`config.mk`:
```
export PLATFORM = sky130hd
export DESIGN_NAME = mux8lut_out_pipe
export DESIGN_NICKNAME = d
export VERILOG_FILES = /design/src/rtl/mux8lut_out_pipe_pkg.sv /design/src/rtl/mux8lut_out_pipe_lane.sv /design/src/rtl/mux8lut_out_pipe.sv
export SDC_FILE = /design/constraint.sdc
export NUM_CORES = 1
export LEC_CHECK = 0
export CAP_MARGIN = 20
export CORE_MARGIN = 4
export CORE_UTILIZATION = 30
export DETAILED_ROUTE_END_ITERATION = 12
export PLACE_DENSITY_LB_ADDON = 0.3
export SLEW_MARGIN = 20
export SYNTH_ARGS = -nofsm -noshare
export SYNTH_HDL_FRONTEND = slang
export SYNTH_SLANG_ARGS = --single-unit
```
`constraint.sdc`:
```
create_clock -name UserCLK -period 1.1 [get_ports UserCLK]
set_clock_uncertainty 0.15 [all_clocks]
set_input_delay 0.22 -clock UserCLK [delete_from_list [all_inputs] [get_ports UserCLK]]
set_output_delay 0.22 -clock UserCLK [all_outputs]
set_load 0.05 [all_outputs]
```
`src/rtl/mux8lut_out_pipe_pkg.sv`:
```
// mux8lut_out_pipe_pkg
// Shared constants for the MUX8LUT output register stage: per-lane depth
// encoding, ConfigBits field positions and the lane count.
package mux8lut_out_pipe_pkg;

  // Lane output depth select. Code 2'b11 is reserved and decodes as DEPTH_TWO.
  typedef enum logic [1:0] {
    DEPTH_BYPASS = 2'b00,
    DEPTH_ONE    = 2'b01,
    DEPTH_TWO    = 2'b10,
    DEPTH_RSVD   = 2'b11
  } depth_e;

  localparam int unsigned LANES = 4;

  // Depth field LSB positions inside ConfigBits, lane order AB, AD, AH, EF.
  localparam int unsigned AB_DEPTH_LSB = 0;
  localparam int unsigned AD_DEPTH_LSB = 2;
  localparam int unsigned AH_DEPTH_LSB = 4;
  localparam int unsigned EF_DEPTH_LSB = 6;
  localparam int unsigned DEPTH_LSB [LANES] = '{AB_DEPTH_LSB, AD_DEPTH_LSB,
                                                AH_DEPTH_LSB, EF_DEPTH_LSB};

  localparam int unsigned SRVAL_BIT  = 8;
  localparam int unsigned CE_USE_BIT = 9;

endpackage

```
`src/rtl/mux8lut_out_pipe_lane.sv`:
```
// mux8out_pipe_lane
// One lane of the MUX8LUT output register stage: two flops (s1, s2) that
// always advance on an enabled edge, plus a depth-selected output mux.
// Optional feature macro: MUX8OUT_SYNC_SR_EN enables the synchronous
// set/reset to srval; without it sr and srval are ignored.
// Ports:
//   clk    - rising-edge clock
//   rst_n  - asynchronous active-low reset, clears s1/s2
//   d      - lane input
//   ena    - effective clock enable
//   sr     - synchronous set/reset request (only with MUX8OUT_SYNC_SR_EN)
//   srval  - value loaded by sr
//   depth  - output select: bypass, s1 or s2
//   q      - lane output
//
// cus_mux21
// 2:1 mux cell matching the one used by the upstream MUX8LUT stage.
//   A0 - selected when S=0, A1 - selected when S=1, X - output
module cus_mux21 (
  input  logic A0,
  input  logic A1,
  input  logic S,
  output logic X
);
  assign X = S ? A1 : A0;
endmodule

module mux8out_pipe_lane
  import mux8lut_out_pipe_pkg::*;
(
  input  logic   clk,
  input  logic   rst_n,
  input  logic   d,
  input  logic   ena,
  input  logic   sr,
  input  logic   srval,
  input  depth_e depth,
  output logic   q
);

  logic       s1;
  logic       s2;
  logic       q_lo;
  logic [1:0] depth_bits;

  assign depth_bits = depth;

`ifndef MUX8OUT_SYNC_SR_EN
  logic unused_sr;
  assign unused_sr = &{1'b0, sr, srval};
`endif

  // Flops advance independently of depth so a depth change exposes
  // already-pipelined data without a flush.
  always_ff @(posedge clk or negedge rst_n) begin
    if (!rst_n) begin
      s1 <= 1'b0;
      s2 <= 1'b0;
    end
`ifdef MUX8OUT_SYNC_SR_EN
    else if (sr) begin
      s1 <= srval;
      s2 <= srval;
    end
`endif
    else if (ena) begin
      s1 <= d;
      s2 <= s1;
    end
  end

  // depth[0] picks d/s1, depth[1] overrides with s2 (so reserved 11 acts as 10).
  cus_mux21 u_mux_lo (
    .A0 (d),
    .A1 (s1),
    .S  (depth_bits[0]),
    .X  (q_lo)
  );

  cus_mux21 u_mux_hi (
    .A0 (q_lo),
    .A1 (s2),
    .S  (depth_bits[1]),
    .X  (q)
  );

endmodule

```
`src/rtl/mux8lut_out_pipe.sv`:
```
// mux8lut_out_pipe
// Configurable output register stage downstream of the MUX8LUT
// wide-function mux in the LUT4AB tile. Each of the four mux results is
// bypassed or delayed by one or two registered stages before going to the
// switch matrix. Optional feature macro: MUX8OUT_SYNC_SR_EN (sync set/reset).
// Ports:
//   UserCLK    - fabric user clock
//   RESETn     - asynchronous active-low reset of all stage flops
//   M_AB/AD/AH/EF - mux results from the upstream stage
//   CE         - shared clock enable, honoured when ConfigBits[9]=1
//   SR         - shared synchronous set/reset request
//   Q_AB/AD/AH/EF - lane outputs to the switch matrix
//   ConfigBits - [7:0] lane depths (2 bits each, AB lowest), [8] SRVAL,
//                [9] CE_USE
module mux8lut_out_pipe
  import mux8lut_out_pipe_pkg::*;
#(
  parameter int unsigned NoConfigBits = 10
) (
  input  logic                    UserCLK,
  input  logic                    RESETn,
  input  logic                    M_AB,
  input  logic                    M_AD,
  input  logic                    M_AH,
  input  logic                    M_EF,
  input  logic                    CE,
  input  logic                    SR,
  output logic                    Q_AB,
  output logic                    Q_AD,
  output logic                    Q_AH,
  output logic                    Q_EF,
  input  logic [NoConfigBits-1:0] ConfigBits
);

  logic [LANES-1:0] m_in;
  logic [LANES-1:0] q_out;
  logic             ena;
  logic             srval;

  assign m_in  = {M_EF, M_AH, M_AD, M_AB};
  assign ena   = ConfigBits[CE_USE_BIT] ? CE : 1'b1;
  assign srval = ConfigBits[SRVAL_BIT];

  assign Q_AB = q_out[0];
  assign Q_AD = q_out[1];
  assign Q_AH = q_out[2];
  assign Q_EF = q_out[3];

  for (genvar i = 0; i < LANES; i++) begin : g_lane
    mux8out_pipe_lane u_lane (
      .clk   (UserCLK),
      .rst_n (RESETn),
      .d     (m_in[i]),
      .ena   (ena),
      .sr    (SR),
      .srval (srval),
      .depth (depth_e'(ConfigBits[DEPTH_LSB[i] +: 2])),
      .q     (q_out[i])
    );
  end

endmodule

```
==> out/metrics.yaml <==
timing:
  final.min_clock_period_ns: 1.48
  setup_viol: 6
  fin_crit_sh: 1.34
  finalHoldViolCount: 0
  rsz0062_at_grt: "true"
  maxSlewViolCount: 0
  tightest_slew_ns: 0.377
  timing.hold.ws_ns: 0.109
  setup_slack_ns: -0.377
  max-slew-margin-rel: 0.748
  max_freq_mhz: 677
global_routing:
  gr-usage-met1: 0.153
  grt_pass1_wl_um: 1860
  track_usage: 0.134
  antenna_found_initial: 0
  first_global_vias: 422
  grt-ovfl-total: 0
  grt.busiest_layer: "met2"
  met2_usage: 0.221
  met3_usage: 0.0677
  grt_max_degree: 9
drt:
  ant_nets: 0
  remaining_drc_errors: 0
  vias: 357
  drtIter0Drc: 1
  viasPerCell: 4.96
  wl_um: 1130
  wl_per_cell_um: 15.7
  drtPass1Iterations: 3
synth:
  syn_nets: 48
  synth_area_um2: 404
  synth.distinct_cells: 8
  ys_ff_latch: 8
  synth_cells: 30
  yosys_warnings: 0
  syn_avg_cell_area_um2: 13.5
  ys_seq_area_frac: 0.495
cells_and_area:
  final_common_cell: "dlygate4sd2_1"
  drive_gt1_frac: 0.534
  synthToLayoutAreaGrowth_pct: 92.9
  final_cell_mix: "dlygate4sd2_1 (11), dfrtp_1 (8)"
  num-fill-cells: 96
  nNetsFinal: 78
  num_antenna_cells: 0
worst_hold_path:
  hold_class: "in -> async"
clock_tree:
  cts.path.max_buffers: 2
  cts_max_level: 1
  clkTransAtPathRegs_ns: 0.05
  holdBufCountCts: 0
  clock_insertion_delay_worst_skew_ns: 0.24
  cts-root-buf: "clkbuf_4"
  cts_tree: "done"
  cts-buffers-inserted: 3
  clkSinkCount: 8
worst_setup_path:
  r2r_end: "g_lane[1].u_lane.s2$_DFFE_PN0P_"
  r2r_cells: 3
  r2r_start: "g_lane[1].u_lane.s1$_DFFE_PN0P_"
  r2r_setup_slack_ns: -0.03
  worstSetupPathType: "reg -> out"
  critPathLaunchType: "register"
  critPathLaunch: "g_lane[0].u_lane.s1$_DFFE_PN0P_"
  crit_end: "Q_AB"
  worstSetupEndpointType: "output pin"
  crit_fanout: 2
  arrival_ns: 1.11
  worstPathRequired_ns: 0.73
die:
  die_h_um: 44.7
  coreArea_um2: 1190
  die_w_um: 44.7
  die-area_um2: 2000
  start_util: 0.341
  rows: 12
  ioPinCount: 22
power:
  finalPower_mw: 0.914
  powerDensity_nw_per_um2: 1170
  irDropWorstVdd_v: 0.000761
  p_leak_nw: 0.360
flow_run:
  drv_cap: 0
placed_design:
  port_buffers: 19
  place_hpwl_um: 861
  globalplace.congestion: 0.727
outcome:
  violations: "negative setup slack"
  status: "complete, but fails checks"
-- layout make-up --
| cell class | instances | area [um^2] | share of cell area |
|---|---|---|---|
| clock buffer | 3 | 22.5 | 0.0289 |
| multi-input combinational | 22 | 264 | 0.339 |
| timing repair buffer | 25 | 275 | 0.353 |
| sequential | 8 | 200 | 0.257 |
| tap | 14 | 17.5 | 0.0225 |
-- cell families after synthesis --
kind of cell	Yosys count	share of synthesized area
muxes	12	0.359
and+or+nand+nor	6	0.0960
AOI/OAI and AO/OA	4	0.0495
DFF	8	0.495
-- cell usage after synthesis (all sizes together) --
master	n	area, um^2
nand2b	1	13.8
o21ai	4	20.0
nand2	4	15.0
mux2i	4	40.0
dfrtp	8	200
mux2	8	105
and2b	1	10.0
-- stage by stage --
stage | utilization | setup WS [ns] | area, um^2 | instances | setup TNS, ns
CTS | 0.638 | -0.394 | 757 | 71 | -1.51
global placement | 0.600 | -0.461 | 712 | 65 | -4.88
floorplan | - | -0.0399 | 449 | 30 | -0.139
finish | 0.657 | -0.377 | 779 | 72 | -1.49
global route | 0.657 | -0.421 | 779 | 72 | -1.72
detailed placement | 0.600 | -0.525 | 712 | 65 | -5.28
-- report_power, final --
part / total [mW] / switching [mW] / internal (mW)
clock: 0.212 / 0.0880 / 0.124
combinational: 0.359 / 0.161 / 0.198
sequential: 0.344 / 0.0189 / 0.325
total: 0.914 / 0.268 / 0.647
-- sequential cells by signal, indices dropped and copies added (netlist names) --
name,count
g_lane.u_lane.s2,4
g_lane.u_lane.s1,4
-- what timing repair did --
| item | CTS | global route |
|---|---|---|
| pin swaps | 3 | 3 |
| gates resized for setup | 16 | 5 |
| buffers inserted | 4 | 2 |
| endpoints found under the setup margin | 12 | 5 |
-- worst max-delay path, stage by stage (launching register included) --
cell,delay (ns)
dfrtp_1,0.40
mux2i_2,0.23
o21ai_4,0.08
buf_12,0.15
-- per-layer routing --
layer | share of wire | up-vias
met5 | 0 | -
met4 | 0.013 | 0
met3 | 0.097 | 2
met2 | 0.50 | 18
met1 | 0.39 | 171
li1 | - | 166
-- how the worst min path moves through the flow --
stage	startpoint	depth (start not counted)	slack, ns	end
floorplan	RESETn	0	-0.23	g_lane[0].u_lane.s1$_DFFE_PN0P_
global placement	g_lane[3].u_lane.s2$_DFFE_PN0P_	1	0.34	g_lane[3].u_lane.s2$_DFFE_PN0P_
detailed placement	g_lane[2].u_lane.s2$_DFFE_PN0P_	1	0.35	g_lane[2].u_lane.s2$_DFFE_PN0P_
CTS	RESETn	1	0.11	g_lane[3].u_lane.s2$_DFFE_PN0P_
global route	RESETn	1	0.13	g_lane[1].u_lane.s1$_DFFE_PN0P_
finish	RESETn	1	0.11	g_lane[3].u_lane.s2$_DFFE_PN0P_
(Power assumes the default switching activity.)
